### src/rtl/rotate_frame_ctrl.sv
`timescale 1ns/1ps
`default_nettype none
// ============================================================================
// rotate_frame_ctrl: loads one raster frame into a single-port SRAM, then
// streams it back rotated (0/90CW/180/90CCW) with line and frame markers.
// Revision: 1.0
// ============================================================================
module rotate_frame_ctrl #(
  parameter int IMG_W  = 512,
  parameter int IMG_H  = 512,
  parameter int ADDR_W = 18
) (
  input  logic              clk,
  input  logic              rst,
  input  logic              start,
  input  logic [1:0]        rot_sel,
  input  logic              in_valid,
  output logic              in_ready,
  input  logic [7:0]        in_data,
  output logic              out_valid,
  input  logic              out_ready,
  output logic [7:0]        out_data,
  output logic              out_eol,
  output logic              out_eof,
  output logic              busy,
  output logic              frame_done,
  output logic              sram_we,
  output logic              sram_re,
  output logic [ADDR_W-1:0] sram_addr,
  output logic [7:0]        sram_wdata,
  input  logic [7:0]        sram_rdata
);

  localparam int MAXD  = (IMG_W > IMG_H) ? IMG_W : IMG_H;
  localparam int CNT_W = $clog2(MAXD) + 1;

  localparam logic [ADDR_W-1:0] C_ONE      = ADDR_W'(1);
  localparam logic [ADDR_W-1:0] C_W        = ADDR_W'(IMG_W);
  localparam logic [ADDR_W-1:0] C_LAST_PIX = ADDR_W'(IMG_W * IMG_H - 1);
  localparam logic [ADDR_W-1:0] C_BOTTOM   = ADDR_W'((IMG_H - 1) * IMG_W);
  localparam logic [ADDR_W-1:0] C_RIGHT    = ADDR_W'(IMG_W - 1);
  localparam logic [CNT_W-1:0]  C_CNT_ONE  = CNT_W'(1);

  typedef enum logic [2:0] {
    S_IDLE  = 3'd0,
    S_LOAD  = 3'd1,
    S_TURN  = 3'd2,
    S_READ  = 3'd3,
    S_DRAIN = 3'd4,
    S_DONE  = 3'd5
  } state_t;

  state_t              state_q, state_d;
  logic [1:0]          rot_q, rot_d;
  logic [ADDR_W-1:0]   wr_cnt_q, wr_cnt_d;
  logic [CNT_W-1:0]    row_q, row_d, col_q, col_d;
  logic [ADDR_W-1:0]   addr_q, addr_d, base_q, base_d;
  logic                pend_q, pend_eol_q, pend_eof_q;
  logic [1:0][7:0]     fifo_data_q;
  logic [1:0]          fifo_eol_q, fifo_eof_q;
  logic                wptr_q, rptr_q;
  logic [1:0]          fcnt_q;

  logic                w_write, w_issue, w_push, w_pop, w_valid;
  logic                w_col_last, w_last;
  logic [1:0]          w_fcnt_d;
  logic [CNT_W-1:0]    w_ow_last, w_oh_last;
  logic [ADDR_W-1:0]   w_col_step, w_row_step, w_start_addr;

  // Rotation geometry: per-pixel and per-row address deltas replace multipliers.
  always_comb begin
    w_ow_last    = rot_q[0] ? CNT_W'(IMG_H - 1) : CNT_W'(IMG_W - 1);
    w_oh_last    = rot_q[0] ? CNT_W'(IMG_W - 1) : CNT_W'(IMG_H - 1);
    w_col_step   = C_ONE;
    w_row_step   = C_W;
    w_start_addr = '0;
    case (rot_q)
      2'd1: begin
        w_col_step   = '0 - C_W;
        w_row_step   = C_ONE;
        w_start_addr = C_BOTTOM;
      end
      2'd2: begin
        w_col_step   = '0 - C_ONE;
        w_row_step   = '0 - C_W;
        w_start_addr = C_LAST_PIX;
      end
      2'd3: begin
        w_col_step   = C_W;
        w_row_step   = '0 - C_ONE;
        w_start_addr = C_RIGHT;
      end
      default: ;
    endcase
  end

  assign w_write    = (state_q == S_LOAD) && in_valid;
  assign w_issue    = (state_q == S_READ) && ((fcnt_q + {1'b0, pend_q}) < 2'd2);
  assign w_col_last = (col_q == w_ow_last);
  assign w_last     = w_col_last && (row_q == w_oh_last);
  assign w_valid    = (fcnt_q != 2'd0);
  assign w_push     = pend_q;
  assign w_pop      = w_valid && out_ready;
  assign w_fcnt_d   = fcnt_q + {1'b0, w_push} - {1'b0, w_pop};

  always_ff @(posedge clk or negedge rst) begin
    if (!rst) begin
      state_q <= S_IDLE;
    end else begin
      state_q <= state_d;
    end
  end

  always_comb begin
    state_d    = state_q;
    in_ready   = 1'b0;
    busy       = 1'b1;
    frame_done = 1'b0;
    sram_we    = w_write;
    sram_re    = w_issue;
    sram_addr  = '0;
    sram_wdata = '0;
    case (state_q)
      S_IDLE: begin
        busy = 1'b0;
        if (start) state_d = S_LOAD;
      end
      S_LOAD: begin
        in_ready = 1'b1;
        if (w_write) begin
          sram_addr  = wr_cnt_q;
          sram_wdata = in_data;
          if (wr_cnt_q == C_LAST_PIX) state_d = S_TURN;
        end
      end
      S_TURN: state_d = S_READ;
      S_READ: begin
        if (w_issue) begin
          sram_addr = addr_q;
          if (w_last) state_d = S_DRAIN;
        end
      end
      // The eof pop empties the FIFO, so DONE lands the cycle after that handshake.
      S_DRAIN: if (w_fcnt_d == 2'd0) state_d = S_DONE;
      S_DONE: begin
        frame_done = 1'b1;
        state_d    = S_IDLE;
      end
      default: state_d = S_IDLE;
    endcase
  end

  always_comb begin
    rot_d    = rot_q;
    wr_cnt_d = wr_cnt_q;
    row_d    = row_q;
    col_d    = col_q;
    addr_d   = addr_q;
    base_d   = base_q;
    case (state_q)
      S_IDLE: if (start) begin
        rot_d    = rot_sel;
        wr_cnt_d = '0;
      end
      S_LOAD: if (w_write) wr_cnt_d = wr_cnt_q + C_ONE;
      S_TURN: begin
        row_d  = '0;
        col_d  = '0;
        addr_d = w_start_addr;
        base_d = w_start_addr;
      end
      S_READ: if (w_issue) begin
        if (w_col_last) begin
          col_d  = '0;
          row_d  = row_q + C_CNT_ONE;
          base_d = base_q + w_row_step;
          addr_d = base_q + w_row_step;
        end else begin
          col_d  = col_q + C_CNT_ONE;
          addr_d = addr_q + w_col_step;
        end
      end
      default: ;
    endcase
  end

  always_ff @(posedge clk or negedge rst) begin
    if (!rst) begin
      rot_q       <= '0;
      wr_cnt_q    <= '0;
      row_q       <= '0;
      col_q       <= '0;
      addr_q      <= '0;
      base_q      <= '0;
      pend_q      <= 1'b0;
      pend_eol_q  <= 1'b0;
      pend_eof_q  <= 1'b0;
      fifo_data_q <= '0;
      fifo_eol_q  <= '0;
      fifo_eof_q  <= '0;
      wptr_q      <= 1'b0;
      rptr_q      <= 1'b0;
      fcnt_q      <= '0;
    end else begin
      rot_q      <= rot_d;
      wr_cnt_q   <= wr_cnt_d;
      row_q      <= row_d;
      col_q      <= col_d;
      addr_q     <= addr_d;
      base_q     <= base_d;
      pend_q     <= w_issue;
      pend_eol_q <= w_col_last;
      pend_eof_q <= w_last;
      fcnt_q     <= w_fcnt_d;
      if (w_push) begin
        fifo_data_q[wptr_q] <= sram_rdata;
        fifo_eol_q[wptr_q]  <= pend_eol_q;
        fifo_eof_q[wptr_q]  <= pend_eof_q;
        wptr_q              <= ~wptr_q;
      end
      if (w_pop) rptr_q <= ~rptr_q;
    end
  end

  assign out_valid = w_valid;
  assign out_data  = fifo_data_q[rptr_q];
  assign out_eol   = w_valid && fifo_eol_q[rptr_q];
  assign out_eof   = w_valid && fifo_eof_q[rptr_q];

endmodule
`default_nettype wire

### config.mk
export PLATFORM = sky130hd
export DESIGN_NAME = rotate_frame_ctrl
export DESIGN_NICKNAME = d
export VERILOG_FILES = /design/src/rtl/rotate_frame_ctrl.sv
export SDC_FILE = /design/constraint.sdc
export NUM_CORES = 1
export LEC_CHECK = 0
export ABC_CLOCK_PERIOD_IN_PS = 3060
export BUFFER_PORTS_ARGS = -buffer_cell sky130_fd_sc_hd__buf_2
export CORE_MARGIN = 2
export CORE_UTILIZATION = 30
export DETAILED_ROUTE_END_ITERATION = 7
export SLEW_MARGIN = 0
export SYNTH_ARGS = -nofsm -noshare
export SYNTH_HDL_FRONTEND = slang
export SYNTH_SLANG_ARGS = --single-unit
export TNS_END_PERCENT = 1
### constraint.sdc
create_clock -name clk -period 3.06 [get_ports clk]
set_clock_uncertainty 0.15 [all_clocks]
set_input_delay 0.153 -clock clk [delete_from_list [all_inputs] [get_ports clk]]
set_output_delay 0.153 -clock clk [all_outputs]
set_load 0.01 [all_outputs]
==> summary.txt <==
Final layout
  • Number of diodes added for antenna fixing: 0
  • Layout net count: 950
  • Layout cells sized above 1: 0.2164
  • Signed area change from the synthesized netlist to the final layout: 17.26%
  • Filler instances: 2485

Yosys
  • Number of enable flip-flop cells after synthesis: 0
  • Cell count after synthesis: 824
  • Per-instance average area after synthesis: 9.009 um^2
  • Warnings from Yosys: 0
  • Cell area after technology mapping: 0.007423 mm^2
  • Proportion of synthesized flip-flops having asynchronous set or reset: 1.000
  • Post-synthesis net count: 878
  • Commonest register cell after synthesis: sky130_fd_sc_hd__dfrtp_1
  • Unique cell type count in the Yosys netlist: slightly above 80
  • Synthesized flop and latch total: about 110
  • Share of the yosys chip area belonging to registers: 0.3573

Worst setup path
  • Worst Path Max Fanout: 19
  • WP data arrival: 2.63 ns
  • Worst Setup Path Type: reg2out
  • Worst R2R Start: rot_q[0]
  • Number of cells on the worst reg-to-reg path: 12
  • Crit. End Element: primary output
  • Kind of start point of the critical path: flip-flop
  • Required time worst endpoint: 2.76 ns
  • Launch point of the worst path: pend_q

Worst hold path
  • Startpoint of the lowest-slack hold path: out_ready
  • Number of cells traversed by the worst hold path: 3
  • Type of the tightest min-delay check: in2reg

Global routing
  • Layer with the highest usage: met2
  • Wire length of the first global-routing pass: 32820 um
  • Number of global-route vias before repair: 6209
  • Routing usage on met1: 0.2121
  • Antenna violations before repair: 0
  • Met2 GRT Util: 0.2514
  • Met3 track utilization from global routing: 0.03647
  • Pin count of the biggest net entering global routing: 67
  • Grt ovf: 0
  • GRT Total Usage: 0.1560

Drt
  • Count of vias placed by the detailed router: 6429
  • Vias/cell: 5.248
  • Drc violations: 0
  • Number of search-and-repair iterations in the first detailed-routing pass: 5
  • DRT Wirelength: 20350 um
  • Antenna Nets Post-Route: 0
  • Average routed wire per standard cell: ~17 um
  • Detailed router's first-iteration violation count: 409

Placement
  • IO buf count: 64
  • Final HPWL DP: 14980 um
  • Post-place setup slack: 0.01190 ns
  • Routability congestion estimate from global placement: 0.8600

Timing
  • Rel. slew slack: 0.3673
  • Final-report setup violation count: 0
  • Fmax: between 0.3 and 0.4 GHz
  • Post-layout min period: ~3 ns
  • Worst Hold Slack: roughly 0.075 ns
  • Total count of hold-check failures in the final report: 0
  • Transition time at the pin with the least slew margin: roughly 0.95 ns
  • Fin Setup TNS: 0 ns
  • PnR worst setup slack: 0.1251 ns
  • Pins Over Slew Limit: 0
  • Final worst path period share: 0.9591
  • Unrepaired setup endpoints after global routing: yes

CTS
  • Clock slew seen by the registers of the worst setup and hold paths: 0.08 ns
  • H-tree levels: 3
  • Clock latency of the later-clocked register in the worst-skew pair: 0.36 ns
  • Number of buffers inserted during clock tree synthesis: 9
  • Clock Sink Count: around 110
  • Post-CTS Setup Inserts: 0
  • CTS root buffer: sky130_fd_sc_hd__clkbuf_16
  • Maximum count of clock buffers along a single path: 2
  • Clock tree from TritonCTS: yes

Pwr
  • IR drop worst, VDD: 0.2911 mV
  • Leakage power: 3.923 nW
  • Overall power of the completed layout: 3.374 mW
  • Total power per unit cell area: ~390 mW/mm^2

Die
  • Placeable core region: 0.02432 mm^2
  • IO Pins: 65
  • Initial cell density of the core: 0.3052
  • Height of the die: 161.3 um
  • Die outline area: 0.02602 mm^2
  • Die outline width: 161.3 um
  • Number of cell rows: 57

Run
  • Max_cap viols: 0

Status
  • Result of the run: completed
==> routing by layer <==
layer	up-vias	routed length, um
met5	-	0
li1	3140	-
met4	0	267
met2	129	9383
met3	18	932
met1	3142	9763
==> kinds of logic (layout without fill, tap and decap cells) <==
| logic type | count (synthesis) | in the layout | share of synthesized area |
|---|---|---|---|
| AND/OR/NAND/NOR | 265 | 265 | 0.1869 |
| flip-flops | 106 | 106 | 0.3573 |
| buffers and inverters | 69 | 146 | 0.04163 |
| multiplexers | 39 | 39 | 0.05798 |
| AO/OA/AOI/OAI | 251 | 251 | 0.2286 |
| XOR/XNOR | 63 | 63 | 0.07534 |
| adder cells (fa/ha/maj) | 31 | 31 | 0.05225 |
==> timing repair <==
action,CTS,global route
hold buffers,12,0
hold endpoints to repair,59,0
pin swaps,0,6
endpoints found under the setup margin,1,15
gates cloned,0,0
resized for setup,1,14
==> final cells by class <==
cell class / instances / area, um^2 / area share
multi-input cells: 649 / 4521 / 0.5193
repair buffers: 115 / 760.7 / 0.08739
flip-flops and latches: 106 / 2653 / 0.3047
inverters: 15 / 56.30 / 0.006468
well taps: 324 / 405.4 / 0.04657
clock buffers: 9 / 225.2 / 0.02587
clock inverters: 7 / 83.83 / 0.009631
==> per-stage QoR <==
stage / util / instance area, um^2 / std cells
2_1_floorplan: - / 7448 / 824
3_3_place_gp: 0.3387 / 8238 / 1197
3_5_place_dp: 0.3387 / 8238 / 1197
4_1_cts: 0.3564 / 8667 / 1225
5_1_grt: 0.3579 / 8705 / 1225
6_report: 0.3579 / 8705 / 1225
==> synthesized netlist by cell type, drive strengths merged, types with 8 or more instances <==
| library cell | n | area share |
|---|---|---|
| nand4 | 11 | 0.011 |
| a21oi | 57 | 0.039 |
| xnor2 | 19 | 0.022 |
| and3 | 8 | 0.0067 |
| nor3 | 10 | 0.0067 |
| a31oi | 14 | 0.012 |
| mux2 | 32 | 0.049 |
| ha | 31 | 0.052 |
| or3 | 9 | 0.0076 |
| o21a | 12 | 0.012 |
| xor2 | 44 | 0.053 |
| nand2 | 72 | 0.036 |
| a22o | 20 | 0.024 |
| nand3 | 20 | 0.014 |
| dfrtp | 106 | 0.36 |
| nor2 | 78 | 0.042 |
| and2 | 13 | 0.011 |
| inv | 15 | 0.0076 |
| clkbuf | 25 | 0.013 |
| o22a | 10 | 0.012 |
| buf | 29 | 0.021 |
| o21ai | 73 | 0.051 |
| nor2b | 10 | 0.0084 |
==> flip-flops by register name (all words and copies together), names as in the netlist <==
register / flops
row_q: 10
fcnt_q: 2
state_q: 3
rptr_q: 1
pend_eof_q: 1
col_q: 10
fifo_data_q: 16
fifo_eol_q: 2
fifo_eof_q: 2
addr_q: 18
base_q: 18
wr_cnt_q: 18
wptr_q: 1
pend_eol_q: 1
pend_q: 1
rot_q: 2
==> critical path, cell delays in order, from the launching register on <==
cell and delay [ns]:
sky130_fd_sc_hd__dfrtp_1 0.42, sky130_fd_sc_hd__ha_1 0.24, sky130_fd_sc_hd__xor2_1 0.34, sky130_fd_sc_hd__a21oi_2 0.12, sky130_fd_sc_hd__nand2_1 0.27, sky130_fd_sc_hd__inv_1 0.25
sky130_fd_sc_hd__buf_12 0.22, sky130_fd_sc_hd__a22o_1 0.25, sky130_fd_sc_hd__buf_2 0.15
==> worst paths after layout <==
kind | end | slack (ns)
max | sram_addr[12] | 0.13
min reg2reg | col_q[8] | 0.33
min | rptr_q | 0.07
max reg2reg | base_q[17] | 0.14
min in group asynchronous | wr_cnt_q[14] | 0.17
max in group asynchronous | fifo_eol_q[1] | 1.81
==> power breakdown <==
part / switching, mW / leakage (nW) / internal, mW / total, mW
clock: 0.620 / 0.149 / 0.585 / 1.20
combinational: 0.348 / 2.34 / 0.281 / 0.629
sequential: 0.0829 / 1.43 / 1.46 / 1.54
total: 1.05 / 3.92 / 2.32 / 3.37
==> placed cells by master, fill, tap and decap left out, types with 12 or more instances in the layout <==
master                          netlist  layout
sky130_fd_sc_hd__a21oi_1             56      54
sky130_fd_sc_hd__a22o_1              20      20
sky130_fd_sc_hd__a31oi_1             14      14
sky130_fd_sc_hd__and2_1              12      12
sky130_fd_sc_hd__buf_2               25      63
sky130_fd_sc_hd__buf_4                1      38
sky130_fd_sc_hd__dfrtp_1            106     106
sky130_fd_sc_hd__dlygate4sd3_1        0      12
sky130_fd_sc_hd__ha_1                31      27
sky130_fd_sc_hd__inv_1               14      12
sky130_fd_sc_hd__mux2_2              32      32
sky130_fd_sc_hd__nand2_1             72      71
sky130_fd_sc_hd__nand3_1             19      19
sky130_fd_sc_hd__nor2_1              72      71
sky130_fd_sc_hd__o21a_1              12      12
sky130_fd_sc_hd__o21ai_0             66      62
sky130_fd_sc_hd__xnor2_1             19      19
sky130_fd_sc_hd__xor2_1              43      43
Note: power is estimated with default switching activity, not from simulation.
